[src/rtl/instr_encoder.sv]
// ---------------------------------------------------------------------------
// instr_encoder
//
// Turns a decoded instruction request (kind, register indices, funct3,
// funct7b5, byte immediate) into a 32-bit RV32I instruction word.
//
// The word is delivered through a single output register using a
// valid/ready handshake. Requests that cannot be encoded legally are still
// accepted. Instead of the requested instruction, they produce a NOP
// (addi x0,x0,0) with out_err raised.
//
// Ports
//   clk        : clock; all state updates on its rising edge
//   reset_n    : asynchronous active-low reset
//   in_valid   : request present
//   in_ready   : encoder accepts the request this cycle
//   in_kind    : 0 lw, 1 sw, 2 R, 3 branch, 4 I-ALU, 5 jal, 6 lui,
//                7 auipc, 8 jalr; 9-15 illegal
//   rd/rs1/rs2 : register indices
//   funct3     : operation select (R, branch, I-ALU only)
//   funct7b5   : sub/sra select for R-type and I-ALU shifts
//   imm        : signed byte immediate (full 32-bit value for lui/auipc)
//   out_valid  : encoded word present
//   out_ready  : consumer takes the word
//   out_instr  : encoded instruction word
//   out_err    : current word is a substituted NOP
//   out_count  : words delivered, wraps at 16 bits
// ---------------------------------------------------------------------------
module instr_encoder (
    input  logic        clk,
    input  logic        reset_n,
    input  logic        in_valid,
    output logic        in_ready,
    input  logic [3:0]  in_kind,
    input  logic [4:0]  rd,
    input  logic [4:0]  rs1,
    input  logic [4:0]  rs2,
    input  logic [2:0]  funct3,
    input  logic        funct7b5,
    input  logic [31:0] imm,
    output logic        out_valid,
    input  logic        out_ready,
    output logic [31:0] out_instr,
    output logic        out_err,
    output logic [15:0] out_count
);

    localparam logic [3:0] KIND_LW     = 4'd0;
    localparam logic [3:0] KIND_SW     = 4'd1;
    localparam logic [3:0] KIND_R      = 4'd2;
    localparam logic [3:0] KIND_BRANCH = 4'd3;
    localparam logic [3:0] KIND_IALU   = 4'd4;
    localparam logic [3:0] KIND_JAL    = 4'd5;
    localparam logic [3:0] KIND_LUI    = 4'd6;
    localparam logic [3:0] KIND_AUIPC  = 4'd7;
    localparam logic [3:0] KIND_JALR   = 4'd8;

    localparam logic [6:0] OP_LOAD   = 7'b0000011;
    localparam logic [6:0] OP_STORE  = 7'b0100011;
    localparam logic [6:0] OP_REG    = 7'b0110011;
    localparam logic [6:0] OP_BRANCH = 7'b1100011;
    localparam logic [6:0] OP_IMM    = 7'b0010011;
    localparam logic [6:0] OP_JAL    = 7'b1101111;
    localparam logic [6:0] OP_LUI    = 7'b0110111;
    localparam logic [6:0] OP_AUIPC  = 7'b0010111;
    localparam logic [6:0] OP_JALR   = 7'b1100111;

    localparam logic [31:0] NOP_WORD = 32'h0000_0013;

    typedef enum logic {
        EMPTY,
        FULL
    } stateT;

    stateT       state;
    stateT       stateNext;
    logic        transfer;
    logic [31:0] encWord;
    logic        encLegal;
    logic        immInI;
    logic        immInB;
    logic        immInJ;
    logic        isShift;

    assign in_ready  = (state == EMPTY) || out_ready;
    assign out_valid = (state == FULL);
    assign transfer  = in_valid && in_ready;

    // Signed range checks on the immediate, shared by several formats.
    // I/S formats hold 12 signed bits, B holds 13 and J holds 21.
    // For B and J the lowest bit is implicit, so it must be zero.
    always_comb begin
        immInI  = ($signed(imm) >= -32'sd2048) && ($signed(imm) <= 32'sd2047);
        immInB  = ($signed(imm) >= -32'sd4096) && ($signed(imm) <= 32'sd4094)
                  && !imm[0];
        immInJ  = ($signed(imm) >= -32'sd1048576) && ($signed(imm) <= 32'sd1048574)
                  && !imm[0];
        isShift = (funct3 == 3'b001) || (funct3 == 3'b101);
    end

    // Field packing for every kind, together with its legality verdict.
    // Shift immediates carry the shift amount in imm[4:0]. The upper
    // immediate bits are then rebuilt from funct7b5, so srai/srli/slli
    // take their variant from the same select as the R-type sub/sra.
    always_comb begin
        encWord  = 32'h0;
        encLegal = 1'b0;
        case (in_kind)
            KIND_LW: begin
                encWord  = {imm[11:0], rs1, 3'b010, rd, OP_LOAD};
                encLegal = immInI;
            end
            KIND_SW: begin
                encWord  = {imm[11:5], rs2, rs1, 3'b010, imm[4:0], OP_STORE};
                encLegal = immInI;
            end
            KIND_R: begin
                encWord  = {1'b0, funct7b5, 5'b00000, rs2, rs1, funct3, rd, OP_REG};
                encLegal = 1'b1;
            end
            KIND_BRANCH: begin
                encWord  = {imm[12], imm[10:5], rs2, rs1, funct3,
                            imm[4:1], imm[11], OP_BRANCH};
                encLegal = immInB && (funct3 != 3'b010) && (funct3 != 3'b011);
            end
            KIND_IALU: begin
                if (isShift) begin
                    encWord  = {1'b0, funct7b5, 5'b00000, imm[4:0], rs1, funct3,
                                rd, OP_IMM};
                    encLegal = (imm[31:5] == 27'd0);
                end else begin
                    encWord  = {imm[11:0], rs1, funct3, rd, OP_IMM};
                    encLegal = immInI;
                end
            end
            KIND_JAL: begin
                encWord  = {imm[20], imm[10:1], imm[11], imm[19:12], rd, OP_JAL};
                encLegal = immInJ;
            end
            KIND_LUI: begin
                encWord  = {imm[31:12], rd, OP_LUI};
                encLegal = (imm[11:0] == 12'd0);
            end
            KIND_AUIPC: begin
                encWord  = {imm[31:12], rd, OP_AUIPC};
                encLegal = (imm[11:0] == 12'd0);
            end
            KIND_JALR: begin
                encWord  = {imm[11:0], rs1, 3'b000, rd, OP_JALR};
                encLegal = immInI;
            end
            default: begin
                encWord  = 32'h0;
                encLegal = 1'b0;
            end
        endcase
    end

    // Output-stage state register.
    always_ff @(posedge clk or negedge reset_n) begin
        if (!reset_n) begin
            state <= EMPTY;
        end else begin
            state <= stateNext;
        end
    end

    // The stage fills on any accepted request.
    // It drains only when the consumer takes the word and no replacement
    // arrives in the same cycle.
    always_comb begin
        stateNext = state;
        case (state)
            EMPTY: begin
                if (transfer) begin
                    stateNext = FULL;
                end
            end
            FULL: begin
                if (out_ready && !transfer) begin
                    stateNext = EMPTY;
                end
            end
            default: begin
                stateNext = EMPTY;
            end
        endcase
    end

    // The word register loads only on a transfer.
    // Because of this, the held word cannot change while the consumer
    // stalls. Illegal requests still occupy a slot, carrying the NOP word.
    always_ff @(posedge clk or negedge reset_n) begin
        if (!reset_n) begin
            out_instr <= 32'h0;
            out_err   <= 1'b0;
        end else if (transfer) begin
            out_instr <= encLegal ? encWord : NOP_WORD;
            out_err   <= !encLegal;
        end
    end

    // Delivered-word counter. It counts every completed output handshake,
    // including error words, and wraps naturally at 16 bits.
    always_ff @(posedge clk or negedge reset_n) begin
        if (!reset_n) begin
            out_count <= 16'h0;
        end else if (out_valid && out_ready) begin
            out_count <= out_count + 16'd1;
        end
    end

endmodule

[config.mk]
export PLATFORM = sky130hd
export DESIGN_NAME = instr_encoder
export DESIGN_NICKNAME = d
export VERILOG_FILES = /design/src/rtl/instr_encoder.sv
export SDC_FILE = /design/constraint.sdc
export NUM_CORES = 1
export LEC_CHECK = 0
export CORE_MARGIN = 2
export CORE_UTILIZATION = 41
export CTS_BUF_LIST = sky130_fd_sc_hd__clkbuf_8
export CTS_CLUSTER_DIAMETER = 40
export DETAILED_ROUTE_END_ITERATION = 8
export PLACE_DENSITY = 0.89
export SLEW_MARGIN = 20
export SYNTH_ARGS = -nofsm -noshare
export SYNTH_HDL_FRONTEND = slang
export SYNTH_SLANG_ARGS = --single-unit
[constraint.sdc]
create_clock -name clk -period 1.5 [get_ports clk]
set_input_delay 0.225 -clock clk [delete_from_list [all_inputs] [get_ports clk]]
set_output_delay 0.225 -clock clk [all_outputs]
set_load 0.01 [all_outputs]
== Yosys cells after proc, flatten, opt, wreduce, memory -nomap -nowiden ==
Cells that the tools add are included.

* Register bits after elaboration: 50
* Latch bits: 0
* Memory bits (writable): 0
* Memory bits (read-only): 0
* Output and inout port bits: 51
* Word-level logic and storage cells: 52
* Memories kept: 0

* $add $sub $neg: 1
* Multipliers: 0
* Div/mod/pow operators: 0
* Magnitude comparators: 6
* Eq/ne operators: 12
* Shift operators: 0
* Multiplexer cells: 8
* Bitwise logic cells: 1
* Reductions and logical operators: 20

{| class="wikitable"
|+ Operators by type and width
! operator !! count
|-
| case mux 32 bit (9 select lines) || 1
|-
| 2-to-1 mux 32 bit || 2
|-
| greater-or-equal comparator 32 x 12 -> 1 bit (second input constant) || 1
|-
| greater-or-equal comparator 32 x 13 -> 1 bit (second input constant) || 1
|-
| greater-or-equal comparator 32 x 21 -> 1 bit (second input constant) || 1
|-
| less-or-equal comparator 32 x 12 -> 1 bit (second input constant) || 1
|-
| less-or-equal comparator 32 x 13 -> 1 bit (second input constant) || 1
|-
| less-or-equal comparator 32 x 21 -> 1 bit (second input constant) || 1
|-
| zero test 27 bit || 1
|-
| adder 16 x 1 -> 16 bit (second input constant) || 1
|-
| == test 4 x 3 -> 1 bit (second input constant) || 4
|-
| zero test 12 bit || 1
|-
| logical AND 1 bit || 10
|-
| == test 4 x 2 -> 1 bit (second input constant) || 2
|-
| != test 3 x 2 -> 1 bit (second input constant) || 2
|-
| case mux 1 bit (6 select lines) || 1
|-
| == test 4 x 1 -> 1 bit (second input constant) || 1
|-
| == test 4 bit (second input constant) || 1
|-
| zero test 4 bit || 1
|-
| == test 3 x 1 -> 1 bit (second input constant) || 1
|-
| == test 3 bit (second input constant) || 1
|-
| zero test 1 bit || 3
|-
| 2-to-1 mux 1 bit || 3
|-
| OR reduction 3 bit || 1
|-
| other kinds (4) || 5
|}

== Longest topological paths before layout ==
Gate-level depths: netlist of the first run.

* Depth in word-level cells: 7
* Gate-level depth with buffers: 9

== Worst setup path before layout of the first run ==
OpenSTA, ideal clock, no wires.

* Path kind: input-to-reg
* Start point: in in_kind[3]
* End point: reg out_instr[10]
* Library setup time: 122 ps
* Data arrival time: 1528 ps
* Path slack: -150 ps
* Cell stages on the path: 9
* Path buffers: 3
* Path through: buf_4 > nor2b_4 > and2_1 > buf_6 > nand2_2 > o22ai_1 > a221o_2 > buf_6 > a32o_1

* Longest elaborated chain between the ends: 4
* Elaborated cells on any way between the ends: 14
* Classes of those cells: 8 x eq/ne; 3 x mux; 3 x reduce/logical

{| class="wikitable"
|+ RTL lines
! item !! line !! source
|-
| start, declared || 34 || <nowiki>input logic [3:0] in_kind,</nowiki>
|-
| == test 4 bit (tied with other cells) || 108 || <nowiki>case (in_kind)</nowiki>
|-
| OR reduction 3 bit (no source line) or OR reduction 2 bit (tied branches) || -- ||
|-
| case mux 1 bit (6 select lines) || 108 ||
|-
| 2-to-1 mux 32 bit (*) || 198 || <nowiki>out_instr <= encLegal ? encWord : NOP_WORD;</nowiki>
|-
| end signal, assigned || 198 ||
|-
| end, declared || 43 || <nowiki>output logic [31:0] out_instr,</nowiki>
|}

Mark *: on every way between the ends. The rest lies on a longest branch, timed or not.
A chain may end at the register's enable or synchronous reset.

== Worst setup path in the final report of the first run ==
* Start point: in imm[0]
* End point: reg out_instr[28]

* Longest elaborated chain between the ends: 7
* Elaborated cells on any way between the ends: 18
* Classes of those cells: 6 x order compare; 3 x mux; 9 x reduce/logical

{| class="wikitable"
|+ RTL lines
! item !! line !! source
|-
| start, declared || 40 || <nowiki>input logic [31:0] imm,</nowiki>
|-
| greater-or-equal comparator 32 x 13 -> 1 bit or less-or-equal comparator 32 x 13 -> 1 bit (tied branches) || 94 || <nowiki>immInB = ($signed(imm) >= -32'sd4096) && ($signed(imm) <= 32'sd4094)</nowiki>
|-
| logical AND 1 bit || 94 ||
|-
| logical AND 1 bit || 95 || <nowiki>&& !imm[0];</nowiki>
|-
| logical AND 1 bit (2 in a row) || 124 || <nowiki>encLegal = immInB && (funct3 != 3'b010) && (funct3 != 3'b011);</nowiki>
|-
| case mux 1 bit (6 select lines) (*) || 108 ||
|-
| 2-to-1 mux 32 bit (*) || 198 ||
|}

Marked as above.

==> results of run 1 <==
[worst max-delay path, stage by stage]
cell           delay, ns
dlygate4sd2_1       0.30
buf_4               0.17
a21oi_1             0.05
nand3_1             0.11
o211ai_2            0.10
a221o_2             0.35
buf_4               0.16
buf_12              0.13
a32o_2              0.27
[registers in the layout (all words and copies together) (netlist names)]
signal     flops
out_count     16
out_err        1
out_instr     31
out_valid      1
[cells by family after synthesis]
| group | count (synthesis) | synth area share |
|---|---|---|
| buffers and inverters | 24 | 0.04938 |
| AOI/OAI and AO/OA | 87 | 0.2398 |
| muxes | 10 | 0.03870 |
| DFF | 49 | 0.4359 |
| and+or+nand+nor | 98 | 0.1815 |
| xor gates and xnor gates | 15 | 0.04671 |
| adders and majority gates | 2 | 0.008007 |
[power by group]
part / leakage (nW) / total, mW / internal, mW / switching (mW)
registers: 0.654 / 1.48 / 1.41 / 0.0737
clock network: 0.0540 / 0.923 / 0.485 / 0.438
logic: 1.55 / 1.18 / 0.649 / 0.533
total: 2.26 / 3.59 / 2.54 / 1.04
[area by class of cell]
cell class / count / area, µm² / area share
Clock buffer: 5 / 68.82 / 0.01420
Clock inverter: 2 / 35.03 / 0.007230
Timing Repair Buffer: 195 / 1797 / 0.3708
Tap cell: 80 / 100.1 / 0.02066
Sequential cell: 49 / 1226 / 0.2530
Inverter: 4 / 15.01 / 0.003098
Multi-Input combinational cell: 212 / 1604 / 0.3310
[synth_stat cells (6+ instances only)]
cell type | instances | area (µm²)
dfrtp_1 | 49 | 1226
nor2_1 | 21 | 78.83
a32o_1 | 20 | 200.2
xnor2_1 | 11 | 96.34
a22oi_1 | 9 | 67.56
clkbuf_1 | 6 | 22.52
nand3_1 | 9 | 45.04
o21ai_0 | 15 | 75.07
nor4_1 | 6 | 37.54
nand2_1 | 24 | 90.09
nand4_1 | 10 | 62.56
a21oi_1 | 9 | 45.04
nor3_1 | 6 | 30.03
mux2_2 | 7 | 78.83
a22o_1 | 17 | 148.9
[stage by stage]
step	setup TNS, ns	instances	setup slack, ns
final	-3.010	547	-0.1556
after CTS	-3.010	539	-0.1472
after global placement	-22.92	517	-0.7612
after detailed placement	-24.53	517	-0.8046
after floorplan	-2.135	285	-0.09085
after global routing	-4.104	547	-0.1738
[how the worst max path moves through the flow]
stage                 start                   endpoint  slack [ns]
finish               imm[0]  out_instr[28]$_DFFE_PN0P_       -0.16
global route        imm[23]  out_instr[28]$_DFFE_PN0P_       -0.17
CTS                 imm[15]  out_instr[29]$_DFFE_PN0P_       -0.15
detailed placement  imm[26]  out_instr[26]$_DFFE_PN0P_       -0.80
global placement    imm[26]  out_instr[26]$_DFFE_PN0P_       -0.76
floorplan           imm[19]  out_instr[26]$_DFFE_PN0P_       -0.09
[timing repair]
item	in CTS	in global routing
setup endpoints to repair	41	42
gates resized for setup	141	28
setup buffers	12	9
hold buffers	1	0
cloned	2	0
pin swaps	22	20
hold endpoints to repair	49	0
[layer usage]
metal | vias up | share of wire | global-route usage
met5 | - | 0 | 0
met4 | 0 | 0.035 | 0.1236
met3 | 50 | 0.073 | 0.05524
met2 | 203 | 0.51 | 0.4844
met1 | 1584 | 0.38 | 0.3255
li1 | 1456 | - | -
==> impl_metrics.toml, run 1 <==
[status]
status = "finished with violations"
violations = "negative setup slack"

[clock_network]
ctsRootBufferMaster = "clkbuf_8"
cts_made_buffers = 5
cts_tree = "yes"
clkTransAtPathRegs_ns = 0.09
clock_sink_count = 49
insertion_delay_ns = 0.31
cts_buffer_depth = 2
htree_levels = 2

[critical_path]
worst-setup-path-type = "input port to register"
crit_required_ns = 1.70
path_max_fanout = 8
timing.rr.end = "out_count[12]$_DFFE_PN0P_"
cp-end-kind = "register"
r2r-start = "out_count[0]$_DFFE_PN0P_"
start_kind = "input port"
critical_path_arrival_ns = 1.86
r2r_slack_ns = 0.05
reg2reg_depth = 6

[floorplan]
die_w_um = 86.83
ios = 110
initial_utilization = 0.4186
core_area_um2 = 6719
die_h_um = 86.83
dieArea_um2 = 7539
rows = 30

[cells_and_area]
nNetsFinal = 527
n_antenna_cell = 0
fin_util = 0.7212
final_common_cell = "buf_4"
area_growth_pct = 72.29
layout-drive-gt1-share = 0.3426
nFillCells = 494
layout_common_cells = "buf_4 (74), clkdlybuf4s50_1 (63), dfrtp_1 (49), nand2_1 (23), nor2_1 (20)"
design_area_um2 = 4846

[yosys]
avgSynthCellArea_um2 = 9.869
syn-num-nets = 345
synth_edf_count = 0
synthArstFlopShare = 1.000
ys_ff_latch = 49
synth_warnings = 0
synthFlopType = "dfrtp_1"
synth_cell_type_count = 46
yosysSeqAreaShare = 0.4359
synth_area_um2 = 2813
syn_inst = 285

[detailed_routing]
ant_nets = 0
drt-initial-drc-count = 182
dr.pass1.iters = 5
num_vias = 3293
routedWlPerCell_um = 19.27
drcViolationCount = 0
vias_per_cell = 6.020
routed_wl_um = 10540

[global_routing]
gr-total-overflow = 0
grt_max_degree = 50
grt_pass1_wl_um = 16320
grt_usage = 0.2768
grt_pass1_vias = 3366
antenna_found_initial = 0

[sta]
whs_ns = 0.3264
period_share = 1.104
rsz0062_at_grt = "true"
clock_skew_ns = 0.005732
setup_ws_ns = -0.1556
worst_slew_pin_slew_ns = 0.3223
fmax_mhz = 604.0
period_needed_ns = 1.656
maxSlewHeadroom = 0.7834
slew_viol_final = 0
hold_viol = 0
setup-violations-final = 30

[job]
maxCapViolations = 0

[power]
power_density_nw_per_um2 = 740.4
totalPowerFinal_mw = 3.588
vdd_drop_max_mv = 0.3945
p_leak_nw = 2.257

[min_path]
hold_depth = 4
hold_start = "imm[18]"
hold_class = "input port to register"
whs_endpoint = "out_instr[18]$_DFFE_PN0P_"

[placed_design]
placed_area_um2 = 4423
hpwl_um = 7256
port_buffers = 109
gp_congestion = 0.9070
Power figures use the tool's default switching activity.
==> inputs of run 2 (changes only) <==
CAP_MARGIN = 25   (was not set)
CORE_UTILIZATION = 45   (was 41)
PLACE_DENSITY = 0.92   (was 0.89)
RECOVER_POWER = 100   (was not set)
clock period = 1.93 ns   (was 1.5 ns; I/O delays follow)
==> run 2 against run 1 <==
  * The flow still finishes with violations (negative setup slack)
  * Clock skew decreased by 0.0021 ns
  * Clock power decreased by 15%
  * Sequential cell count unchanged
  * Wire length increased by 2.1%
  * Global-route usage increased by 1.6 points
  * Critical path depth unchanged
  * Die area decreased by 8.5%
  * Worst setup slack improved by 0.045 ns
  * Via count increased by 0.58%
  * Final cell count decreased by 3.7%
  * Sequential power decreased by 21%
  * Critical endpoint is now out_instr[30]$_DFFE_PN0P_
==> impl_metrics.toml, run 2 (synthesized netlist as in run 1, its figures left out) <==
[critical_path]
worst-setup-path-type = "input port to register"
cpMaxStageDelayCell = "a221o_2"
crit_required_ns = 2.13
path_delay_family = "compound AO/OA/AOI/OAI gates"
crit_chain = "dlygate4sd2_1 -> nor4_1 -> and3_4 -> a22oi_2 -> o211ai_2 -> a221o_2 -> buf_12 -> buf_12 -> a32o_2"
path_common_cell = "buf_12"
start_kind = "input port"
critical_path_arrival_ns = 2.24
path_max_fanout = 7
cp-end-kind = "register"
cp_slowest_stage_delay_ns = 0.36
crit_buf_inv = 3

[cells_and_area]
reg_top3 = "out_instr (31), out_count (16)"
largest_register_ff_count = 31
final_common_cell = "buf_4"
fin_util = 0.7861
final_cells = 527
area_growth_pct = 67.44
nNetsFinal = 511
layout_common_cells = "buf_4 (56), dlygate4sd3_1 (52), dfrtp_1 (49), clkdlybuf4s50_1 (30), nand2_1 (23)"
largest_register = "out_instr"
layout-drive-gt1-share = 0.2412
nFillCells = 374
n_antenna_cell = 0

[power]
internal_power_mw = 1.925
combinationalPowerShare = 0.283
power_density_nw_per_um2 = 578.1
p_leak_nw = 2.172
swShare = 0.2929
p_seq_frac = 0.431
totalPowerFinal_mw = 2.722
switchingPower_mw = 0.7975
vdd_drop_max_mv = 0.5570
pwr-share-clk = 0.287

[sta]
rsz0062_at_grt = "true"
whs_ns = 0.4713
fmax_mhz = 490.1
slew_viol_final = 0
setup_ws_ns = -0.1106
finalSetupTns_ns = -1.718
period_needed_ns = 2.041
setup-violations-final = 29
hold_viol = 0
maxSlewHeadroom = 0.4915
clock_skew_ns = 0.003642
period_share = 1.057
worst_slew_pin_slew_ns = 0.7627

[clock_network]
clkTransAtPathRegs_ns = 0.09
cts_tree = "yes"
cts_made_buffers = 5
clock_sink_count = 49
htree_levels = 2
cts_buffer_depth = 2
insertion_delay_ns = 0.31
ctsRootBufferMaster = "clkbuf_8"

[detailed_routing]
ant_nets = 0
num_vias = 3312
dr.pass1.iters = 6
routedWlPerCell_um = 20.41
routed_wl_um = 10760
vias_per_cell = 6.285
drt-initial-drc-count = 270
drcViolationCount = 0

[floorplan]
rows = 28
dieArea_um2 = 6899
initial_utilization = 0.4695
core_area_um2 = 5991
ios = 110
die_h_um = 83.06
die_w_um = 83.06

[status]
status = "finished with violations"
violations = "negative setup slack"

[placed_design]
hpwl_um = 7337
gp_congestion = 0.9663
port_buffers = 109
placed_cells = 509

[global_routing]
met1_usage = 0.3500
top_usage_layer = "met2"
grt_usage = 0.2932
grt_pass1_vias = 3376
grt_pass1_wl_um = 16420
met2_usage = 0.4956
antenna_found_initial = 0
grt_max_degree = 37
use_met3 = 0.06461
gr-total-overflow = 0

[job]
maxCapViolations = 0

[min_path]
hold_class = "register to register"
run 2: cell count changes in the layout (fill, tap and decap cells not counted), moves of 3 or more:
cell             previous run  this run
dlymetal6s2s_1              6         1
clkdlybuf4s50_1            63        30
clkdlybuf4s15_1             0         8
buf_12                      7         4
clkbuf_1                    0         4
dlygate4sd2_1              13        18
dlygate4sd3_1               1        52
clkdlybuf4s15_2             3         0
buf_6                      12         3
buf_2                      15         0
buf_4                      74        56
nor3_1                      3         6
run 2: worst reg2reg max path, cell delays in order, from the launching register on:
cell	delay [ns]
dfrtp_1	0.40
nand2b_1	0.15
nand2_1	0.17
a21oi_1	0.31
buf_4	0.28
a32o_2	0.21
run 2: stage by stage:
stage	setup slack (ns)	instance area [µm²]
global placement	-0.4397	4369
CTS	-0.006517	4648
finish	-0.1106	4710
floorplan	0.2157	2813
detailed placement	-0.5010	4369
global route	-0.08564	4710
run 2: repair_timing:
item                       4_1_cts  5_1_grt
hold buffers                     1        0
hold endpoints to repair        13        0
resized for setup               49       17
setup endpoints to repair       30       30
pin swaps                       15       13
cloned                           1        1
setup buffers                    6        1
run 2: path summary, 6_finish.rpt:
| kind | depth (start not counted) | endpoint | slack (ns) | startpoint |
|---|---|---|---|---|
| worst max register to register | 5 | out_instr[30]$_DFFE_PN0P_ | 0.36 | out_valid$_DFF_PN0_ |
| worst max-delay path | 9 | out_instr[30]$_DFFE_PN0P_ | -0.11 | imm[31] |
| worst min register to register | 1 | out_count[15]$_DFFE_PN0P_ | 0.47 | out_count[15]$_DFFE_PN0P_ |
| min in group asynchronous | 2 | out_instr[18]$_DFFE_PN0P_ | 0.58 | reset_n |
| max in group asynchronous | 3 | out_instr[30]$_DFFE_PN0P_ | 0.31 | reset_n |
| worst min-delay path | 1 | out_count[15]$_DFFE_PN0P_ | 0.47 | out_count[15]$_DFFE_PN0P_ |
run 2: area by class of cell:
| class | instances | area, µm² | share of cell area |
|---|---|---|---|
| tap | 75 | 93.84 | 0.01993 |
| inverter | 4 | 15.01 | 0.003188 |
| multi-input combinational | 212 | 1569 | 0.3332 |
| clock buffer | 6 | 82.58 | 0.01753 |
| timing repair buffer | 179 | 1685 | 0.3579 |
| clock inverter | 2 | 37.54 | 0.007970 |
| sequential | 49 | 1226 | 0.2604 |
run 2: power by group through the flow:
stage	Clock, mW	Combinational (mW)	Sequential (mW)
after floorplan	0	0.270	1.22
after CTS	0.784	0.775	1.18
after global routing	0.817	0.823	1.19
after global placement	0	0.735	1.19
final	0.781	0.770	1.17
after detailed placement	0	0.761	1.20
run 2: metal layers:
metal / part of all wire / vias up
li1: - / 1431
met1: 0.39 / 1601
met2: 0.48 / 221
met3: 0.076 / 59
met4: 0.055 / 0
met5: 0 / -
==> inputs of run 3 (changes only) <==
CORE_MARGIN = not set   (was 2)
CORE_UTILIZATION = 30   (was 45)
PLACE_DENSITY = 0.69   (was 0.92)
==> run 3 against run 2 <==
  * The run ends with design-rule violations left
  * Largest power group unchanged
  * Core utilization is 26 points lower
  * Worst hold slack got worse by 0.0014 ns
  * Combinational power fell by 4.4%
  * Non-clock buffer count down 1
  * Worst setup slack better by 0.14 ns
  * Wire length is 13% lower
  * Largest cell class unchanged
  * Maximum frequency is 7.5% higher
==> impl_metrics.toml, run 3 (synthesized netlist as in run 1, its figures left out) <==
[status]
status = "finished with violations"
violations = "design-rule violations"

[min_path]
hold_start = "out_count[15]$_DFFE_PN0P_"
hold_class = "register to register"
hold_depth = 1
whs_endpoint = "out_count[15]$_DFFE_PN0P_"

[detailed_routing]
num_vias = 2998
routed_wl_um = 9339
drcViolationCount = 1
vias_per_cell = 5.363
drt-initial-drc-count = 225
dr.pass1.iters = 8
ant_nets = 0
routedWlPerCell_um = 16.71

[power]
pwr-share-clk = 0.246
switchingPower_mw = 0.7765
p_leak_nw = 2.125
swShare = 0.3060
totalPowerFinal_mw = 2.538
internal_power_mw = 1.761
p_seq_frac = 0.464
power_density_nw_per_um2 = 545.7
vdd_drop_max_mv = 0.3116
combinationalPowerShare = 0.290

[cells_and_area]
reg_top3 = "out_instr (31), out_count (16)"
seq_area_um2 = 1226
layout_common_cells = "buf_4 (55), dlygate4sd3_1 (51), dfrtp_1 (49), clkdlybuf4s50_1 (31)"
largest_register_ff_count = 31
final_cells = 559
multi_input_area_um2 = 1526
nFillCells = 809
largest_register = "out_instr"
final_common_cell = "buf_4"
fin_util = 0.5231
nNetsFinal = 510
area_growth_pct = 65.35
layout-drive-gt1-share = 0.2239
n_antenna_cell = 0

[critical_path]
startpoint = "imm[0]"
cp-end-kind = "register"
critical_path_arrival_ns = 2.09
timing.rr.end = "out_count[15]$_DFFE_PN0P_"
crit_required_ns = 2.12
worst-setup-path-type = "input port to register"
r2r_slack_ns = 0.44
r2r-start = "out_valid$_DFF_PN0_"
reg2reg_depth = 6
path_max_fanout = 8
start_kind = "input port"

[global_routing]
gr-total-overflow = 0
antenna_found_initial = 0
grt_usage = 0.1935
grt_pass1_vias = 3078
grt_pass1_wl_um = 14900
grt_max_degree = 27

[sta]
maxSlewHeadroom = 0.5656
setup-violations-final = 0
setup_ws_ns = 0.03108
worst_slew_pin_slew_ns = 0.6515
fmax_mhz = 526.6
slew_viol_final = 0
period_share = 0.9839
rsz0062_at_grt = "false"
hold_viol = 0
clock_skew_ns = 0.007634
period_needed_ns = 1.899

[clock_network]
clock_sink_count = 49
cts_made_buffers = 5
clkTransAtPathRegs_ns = 0.09
cts_tree = "yes"
ctsRootBufferMaster = "clkbuf_8"
insertion_delay_ns = 0.30
cts_buffer_depth = 2
htree_levels = 2

[placed_design]
port_buffers = 109
hpwl_um = 7224
gp_congestion = 0.9345
place_ws_ns = -0.5631
placed_cells = 547

[floorplan]
dieArea_um2 = 9766
initial_utilization = 0.3164
rows = 34
die_w_um = 98.83
die_h_um = 98.83
ios = 110
core_area_um2 = 8891

[job]
maxCapViolations = 0
run 3: layer usage:
layer / global-route usage / wire, µm / vias to the layer above
met1: 0.2479 / 4169 / 1466
met3: 0.03404 / 420 / 6
li1: - / - / 1426
met4: 0.04937 / 76 / 0
met5: 0 / 0 / -
met2: 0.3373 / 4673 / 100
run 3: layout make-up:
type,count,share of cell area
Clock buffer,5,0.01480
Clock inverter,3,0.005650
Inverter,4,0.003228
Multi-Input combinational cell,212,0.3282
Sequential cell,49,0.2637
Tap cell,108,0.02906
Timing Repair Buffer,178,0.3554
run 3: timing repair:
item | 4_1_cts | 5_1_grt
endpoints found under the hold margin | 23 | 0
resized for setup | 42 | 7
pin swaps | 13 | 6
setup endpoints to repair | 30 | 30
setup buffers | 2 | 0
cloned | 2 | 0
hold buffers | 1 | 0
run 3: worst max-delay path: stages:
cell             delay (ns)
clkdlybuf4s50_1        0.61
nor4_2                 0.11
o21ai_4                0.09
o211ai_2               0.10
a221o_2                0.35
buf_12                 0.15
buf_12                 0.13
a32o_1                 0.26
run 3: worst max path at each step:
stage | slack [ns] | endpoint
2_1_floorplan | 0.22 | out_instr[10]$_DFFE_PN0P_
3_3_place_gp | -0.43 | out_instr[14]$_DFFE_PN0P_
3_5_place_dp | -0.56 | out_instr[14]$_DFFE_PN0P_
4_1_cts | 0.006 | out_instr[14]$_DFFE_PN0P_
5_1_grt | 0.01 | out_instr[14]$_DFFE_PN0P_
6_report | 0.03 | out_instr[14]$_DFFE_PN0P_
run 3: stage by stage:
step           TNS (ns)  hold slack, ns  area, µm²
4_1_cts               0          0.4796       4679
3_3_place_gp     -12.69          0.3022       4461
3_5_place_dp     -15.94          0.3150       4461
6_report              0          0.4699       4651
2_1_floorplan         0       -0.006091       2813
5_1_grt               0          0.4977       4651
run 3: power by group through the flow:
stage	clock network [mW]	logic (mW)	registers, mW
2_1_floorplan	0	0.270	1.22
6_report	0.624	0.736	1.18
3_5_place_dp	0	0.766	1.20
4_1_cts	0.642	0.770	1.18
3_3_place_gp	0	0.749	1.19
5_1_grt	0.685	0.803	1.19
